## src/rtl/ibex_multdiv_arbiter_pkg.sv

```systemverilog
// ============================================================================
// Module   : ibex_multdiv_arbiter_pkg
// Brief    : Shared types for the multdiv arbiter and its round-robin picker.
// Revision : 1.0 - initial release
// ============================================================================
`default_nettype none

package ibex_multdiv_arbiter_pkg;

   typedef enum logic [1:0] {
      MD_OP_MULL = 2'b00,
      MD_OP_MULH = 2'b01,
      MD_OP_DIV  = 2'b10,
      MD_OP_REM  = 2'b11
   } md_op_e;

   typedef enum logic {
      MD_ARB_IDLE = 1'b0,
      MD_ARB_BUSY = 1'b1
   } md_arb_state_e;

endpackage

`default_nettype wire

```

## src/rtl/ibex_rr_arbiter.sv

```systemverilog
// ============================================================================
// Module   : ibex_rr_arbiter
// Brief    : Combinational round-robin pick: first request at or above prio.
// Revision : 1.0 - initial release
// ============================================================================
`default_nettype none

module ibex_rr_arbiter #(
   parameter int unsigned NumReq = 2,
   parameter int unsigned IdxW   = $clog2(NumReq)
) (
   input  logic [NumReq-1:0] req,
   input  logic [IdxW-1:0]   prio,
   output logic [NumReq-1:0] gnt,
   output logic [IdxW-1:0]   idx
);

   int                w_cand;
   logic [IdxW-1:0]   w_pos;
   logic              w_found;

   // Wrap is an explicit subtraction so non-power-of-two counts never alias.
   always_comb begin
      gnt     = '0;
      idx     = '0;
      w_found = 1'b0;
      w_cand  = 0;
      w_pos   = '0;
      for (int k = 0; k < int'(NumReq); k++) begin
         w_cand = int'(prio) + k;
         if (w_cand >= int'(NumReq)) begin
            w_cand = w_cand - int'(NumReq);
         end
         w_pos = w_cand[IdxW-1:0];
         if (!w_found && req[w_pos]) begin
            w_found    = 1'b1;
            gnt[w_pos] = 1'b1;
            idx        = w_pos;
         end
      end
   end

endmodule

`default_nettype wire

```

## src/rtl/ibex_multdiv_arbiter.sv

```systemverilog
// ============================================================================
// Module   : ibex_multdiv_arbiter
// Brief    : Round-robin sharing of one multi-cycle multdiv unit with abort.
// Revision : 1.0 - initial release
// ============================================================================
`default_nettype none

module ibex_multdiv_arbiter
   import ibex_multdiv_arbiter_pkg::*;
#(
   parameter int unsigned NumReq    = 2,
   parameter int unsigned DataWidth = 32
) (
   input  logic                             clk_i,
   input  logic                             rst_ni,

   input  logic [NumReq-1:0]                req_valid_i,
   output logic [NumReq-1:0]                req_ready_o,
   input  logic [NumReq-1:0][1:0]           req_operator_i,
   input  logic [NumReq-1:0][1:0]           req_signed_mode_i,
   input  logic [NumReq-1:0][DataWidth-1:0] req_op_a_i,
   input  logic [NumReq-1:0][DataWidth-1:0] req_op_b_i,
   input  logic [NumReq-1:0]                req_abort_i,
   output logic [NumReq-1:0]                rsp_valid_o,
   output logic [DataWidth-1:0]             rsp_result_o,

   output logic                             md_en_o,
   output md_op_e                           md_operator_o,
   output logic [1:0]                       md_signed_mode_o,
   output logic [DataWidth-1:0]             md_op_a_o,
   output logic [DataWidth-1:0]             md_op_b_o,
   output logic                             md_abort_o,
   input  logic                             md_valid_i,
   input  logic [DataWidth-1:0]             md_result_i
);

   localparam int unsigned      IDX_W    = $clog2(NumReq);
   localparam logic [IDX_W-1:0] LAST_IDX = IDX_W'(NumReq - 1);
   localparam logic [IDX_W-1:0] ONE_IDX  = IDX_W'(1);

   md_arb_state_e         r_state;
   md_arb_state_e         w_state_d;
   logic [IDX_W-1:0]      r_prio;
   logic [IDX_W-1:0]      r_owner;
   md_op_e                r_operator;
   logic [1:0]            r_signed_mode;
   logic [DataWidth-1:0]  r_op_a;
   logic [DataWidth-1:0]  r_op_b;

   logic [NumReq-1:0]     w_gnt;
   logic [IDX_W-1:0]      w_gnt_idx;
   logic                  w_grant_en;
   logic                  w_rotate;
   logic                  w_owner_abort;
   logic                  w_busy;

   ibex_rr_arbiter #(
      .NumReq (NumReq),
      .IdxW   (IDX_W)
   ) u_rr_arbiter (
      .req  (req_valid_i),
      .prio (r_prio),
      .gnt  (w_gnt),
      .idx  (w_gnt_idx)
   );

   assign w_busy        = (r_state == MD_ARB_BUSY);
   assign w_owner_abort = req_abort_i[r_owner];

   always_ff @(posedge clk_i or negedge rst_ni) begin
      if (!rst_ni) begin
         r_state       <= MD_ARB_IDLE;
         r_prio        <= '0;
         r_owner       <= '0;
         r_operator    <= MD_OP_MULL;
         r_signed_mode <= '0;
         r_op_a        <= '0;
         r_op_b        <= '0;
      end else begin
         r_state <= w_state_d;
         if (w_grant_en) begin
            r_owner       <= w_gnt_idx;
            r_operator    <= md_op_e'(req_operator_i[w_gnt_idx]);
            r_signed_mode <= req_signed_mode_i[w_gnt_idx];
            r_op_a        <= req_op_a_i[w_gnt_idx];
            r_op_b        <= req_op_b_i[w_gnt_idx];
         end
         if (w_rotate) begin
            r_prio <= (r_owner == LAST_IDX) ? '0 : r_owner + ONE_IDX;
         end
      end
   end

   // Abort is checked ahead of md_valid_i so a colliding result is dropped.
   always_comb begin
      w_state_d    = r_state;
      w_grant_en   = 1'b0;
      w_rotate     = 1'b0;
      req_ready_o  = '0;
      rsp_valid_o  = '0;
      rsp_result_o = '0;
      md_abort_o   = 1'b0;
      case (r_state)
         MD_ARB_IDLE: begin
            if (rst_ni && (|req_valid_i)) begin
               req_ready_o = w_gnt;
               w_grant_en  = 1'b1;
               w_state_d   = MD_ARB_BUSY;
            end
         end
         MD_ARB_BUSY: begin
            if (w_owner_abort) begin
               md_abort_o = 1'b1;
               w_rotate   = 1'b1;
               w_state_d  = MD_ARB_IDLE;
            end else if (md_valid_i) begin
               rsp_valid_o[r_owner] = 1'b1;
               rsp_result_o         = md_result_i;
               w_rotate             = 1'b1;
               w_state_d            = MD_ARB_IDLE;
            end
         end
         default: begin
            w_state_d = MD_ARB_IDLE;
         end
      endcase
   end

   // Latched values are only presented while the unit is owned.
   assign md_en_o          = w_busy;
   assign md_operator_o    = w_busy ? r_operator : MD_OP_MULL;
   assign md_signed_mode_o = w_busy ? r_signed_mode : 2'b00;
   assign md_op_a_o        = w_busy ? r_op_a : '0;
   assign md_op_b_o        = w_busy ? r_op_b : '0;

`ifndef SYNTHESIS
   a_no_result_when_idle : assert property (
      @(posedge clk_i) disable iff (!rst_ni) !(md_valid_i && (r_state == MD_ARB_IDLE))
   );
`endif

endmodule

`default_nettype wire

```

## config.mk

```make
export PLATFORM = sky130hd
export DESIGN_NAME = ibex_multdiv_arbiter
export DESIGN_NICKNAME = d
export VERILOG_FILES = /design/src/rtl/ibex_multdiv_arbiter_pkg.sv /design/src/rtl/ibex_rr_arbiter.sv /design/src/rtl/ibex_multdiv_arbiter.sv
export SDC_FILE = /design/constraint.sdc
export NUM_CORES = 1
export LEC_CHECK = 0
export ABC_AREA = 1
export BUFFER_PORTS_ARGS = -buffer_cell sky130_fd_sc_hd__buf_4
export CORE_ASPECT_RATIO = 0.5
export CORE_MARGIN = 2
export CORE_UTILIZATION = 47
export DETAILED_ROUTE_END_ITERATION = 16
export PLACE_DENSITY = 0.93
export SYNTH_ARGS = -nofsm -noshare
export SYNTH_HDL_FRONTEND = slang
export SYNTH_HIERARCHICAL = 1
export SYNTH_SLANG_ARGS = --single-unit
```

## constraint.sdc

```tcl
create_clock -name clk_i -period 2.5 [get_ports clk_i]
set_clock_uncertainty 0.05 [all_clocks]
set_input_delay 0.125 -clock clk_i [delete_from_list [all_inputs] [get_ports clk_i]]
set_output_delay 0.125 -clock clk_i [all_outputs]
set_load 0.01 [all_outputs]
```

==> run summary <==
CP top delay family: simple AND/OR/NAND/NOR gates
Final Max Tran Viols: 0
DR vias: 4980
Cells after Synth: 686
Worst Path Required: 2.33 ns
Leak: 4.57 nW
Fmax achieved: 435 MHz
Filler cells: 717
relative slew slack: 23.8%
Yosys warnings: 6
DRT antenna net count: 0
largest net degree at the start of global routing: 73
register area share after synthesis: 39.6%
number of synthesized flops with an enable pin: 0
most frequent cells in the layout: buf_4 (286), nand2_1 (210), inv_1 (178), a21oi_1 (70), dfrtp_1 (70)
vias in the first global route: 4678
critical path fanouts, max: 32
CTS tree: done
actual slew at the worst max-slew pin: 1.14 ns
CP Buf/Inv Count: 1
area of the die: 10400 um^2
GP Congestion: 0.828
post-CTS setup buffer count: 0
Initial Utilization: 47.9%
FFs w/ async S/R, synth: 100%
PwrDens: 908 nW/um^2
total grt overflow: 0
# IOs: 281
Mapped Area: 4480 um^2
crit path time final: 2.30 ns
Detail Placement HPWL: 10000 um
area growth from synthesis to layout: 51.8%
first-pass GRT wire length: 20700 um
RSZ-0062 raised after global routing: false
DRT Pass-1 Iters: 5
crit path capture type: output pin
peak supply drop: 500 uV
CTS Buffer Depth: 2
initial antenna violation count: 0
Slowest cell on crit path: nor2_2
Num CTS Buffers: 9
worst hold path class: in -> async
Clock Latency Late Sink: 0.32 ns
synthesized area per cell: 6.54 um^2
CP arrival: 2.12 ns
status: completed
Sink Count: 71
final setup fails: 0
setup TNS: 0 ns
GRT Total Usage: 24.9%
Avg Vias per Cell: 4.65
Die Y: 73.1 um
Mapped Nets: 861
Buffers on Ports: 280
final hold vios: 0
Yosys cell types: 21
Site Rows: 25
WL per Instance: 12.5 um
post_cts resized: 0
core area: 9350 um^2
Tot Pwr: 0.00618 W
antenna cells: 0
DRC: 0
fin crit share: 91.9%
Synth Register Bits: 71
dpl cells: 1054
delay of the slowest critical-path stage: 0.87 ns
Worst-path clk slew: 0.06 ns
Nets: 1119
crit path kind: reg -> out
share of cells above drive strength 1: 33.9%
Routed WL: 13400 um
Non-Filler Instances: 1070
CTS Hold Bufs: 0
max-capacitance violation count: 0
H-tree depth: 3
Startpoint Class: flop
Synth Flop Type: dfrtp_1
worst-path cell chain: nand2_4, nor2_4, nor2_2, nor2_1, buf_4
drt first-iter violations: 295
root buffer cell: clkbuf_16
die width: 142 um
most common cell after layout, fill and taps aside: buf_4
==> per-layer routing <==
| metal | vias to the layer above | wire, um | GRT usage (%) |
|---|---|---|---|
| met3 | 36 | 766 | 5.71 |
| met5 | - | 0 | 0 |
| li1 | 2520 | - | - |
| met4 | 0 | 341 | 9.67 |
| met2 | 174 | 7270 | 47.9 |
| met1 | 2250 | 5000 | 27.3 |
==> kinds of logic after synthesis <==
kind of cell,count (synthesis),share of synthesized area [%]
simple gates,252,22.0
buf+inv,221,21.5
compound gates,142,16.9
flops,71,39.6
==> through the flow <==
step	worst slack, ns	hold WS, ns	utilization, %	instance area [um^2]
2_1_floorplan	1.14	-0.221	-	4480
3_3_place_gp	0.711	0.339	70.0	6550
3_5_place_dp	0.554	0.346	70.0	6550
4_1_cts	0.202	0.00462	72.8	6810
5_1_grt	0.0622	0.00391	72.8	6810
6_report	0.203	0.00905	72.8	6810
==> cell usage after synthesis (2+ instances only) <==
| cell type | number | area share, % |
|---|---|---|
| dfrtp_1 | 71 | 40 |
| o21ai_0 | 36 | 4.0 |
| nor2_4 | 2 | 0.50 |
| nand2_1 | 210 | 18 |
| a21oi_1 | 71 | 7.9 |
| nand3_1 | 2 | 0.22 |
| buf_2 | 9 | 1.0 |
| inv_1 | 178 | 15 |
| clkbuf_1 | 11 | 0.92 |
| buf_6 | 11 | 2.8 |
| o21ai_2 | 10 | 2.0 |
| o21ai_1 | 23 | 2.6 |
| buf_4 | 10 | 1.7 |
| nor2_1 | 35 | 2.9 |
==> report_power, final <==
part | internal, W | total [W] | switching [W]
sequential | 0.00173 | 0.00207 | 0.000334
combinational | 0.00134 | 0.00300 | 0.00166
clock | 0.000662 | 0.00111 | 0.000451
total | 0.00373 | 0.00618 | 0.00245
==> worst reg2reg max path: stages, from the launching register on <==
cell and delay (ns):
dfrtp_1 0.43, inv_1 0.11, a21oi_4 0.18, buf_4 0.33, nand2_1 0.15, inv_1 0.10, a21oi_1 0.05, o21ai_0 0.21
==> path summary, 6_finish.rpt <==
| kind | slack, ns | end | from | cells after the start |
|---|---|---|---|---|
| max in group asynchronous | 1.75 | md_en_o | rst_ni | 2 |
| min | 0.009 | r_op_b[5] | rst_ni | 2 |
| max | 0.20 | rsp_result_o[28] | md_en_o | 5 |
| max reg2reg | 0.80 | r_op_a[22] | r_prio | 7 |
| min in group clk_i | 0.01 | r_op_b[7] | req_op_b_i[7] | 3 |
| min reg2reg | 0.43 | r_op_a[8] | r_op_a[8] | 2 |
==> sequential cells by signal (all words and copies together), names as in the netlist <==
name           cells
r_op_a            32
md_en_o            1
r_owner            1
r_operator         2
r_prio             1
r_op_b            32
r_signed_mode      2
==> final cells by class <==
| cell class | instances | area [um^2] | area share (%) |
|---|---|---|---|
| Multi-Input combinational cell | 394 | 1760 | 25.8 |
| Inverter | 180 | 678 | 9.96 |
| Clock inverter | 5 | 25.0 | 0.368 |
| Timing Repair Buffer | 288 | 2190 | 32.1 |
| Tap cell | 121 | 151 | 2.22 |
| Clock buffer | 11 | 233 | 3.42 |
| Sequential cell | 71 | 1780 | 26.1 |
No activity file was read; power rests on OpenSTA's default activity.
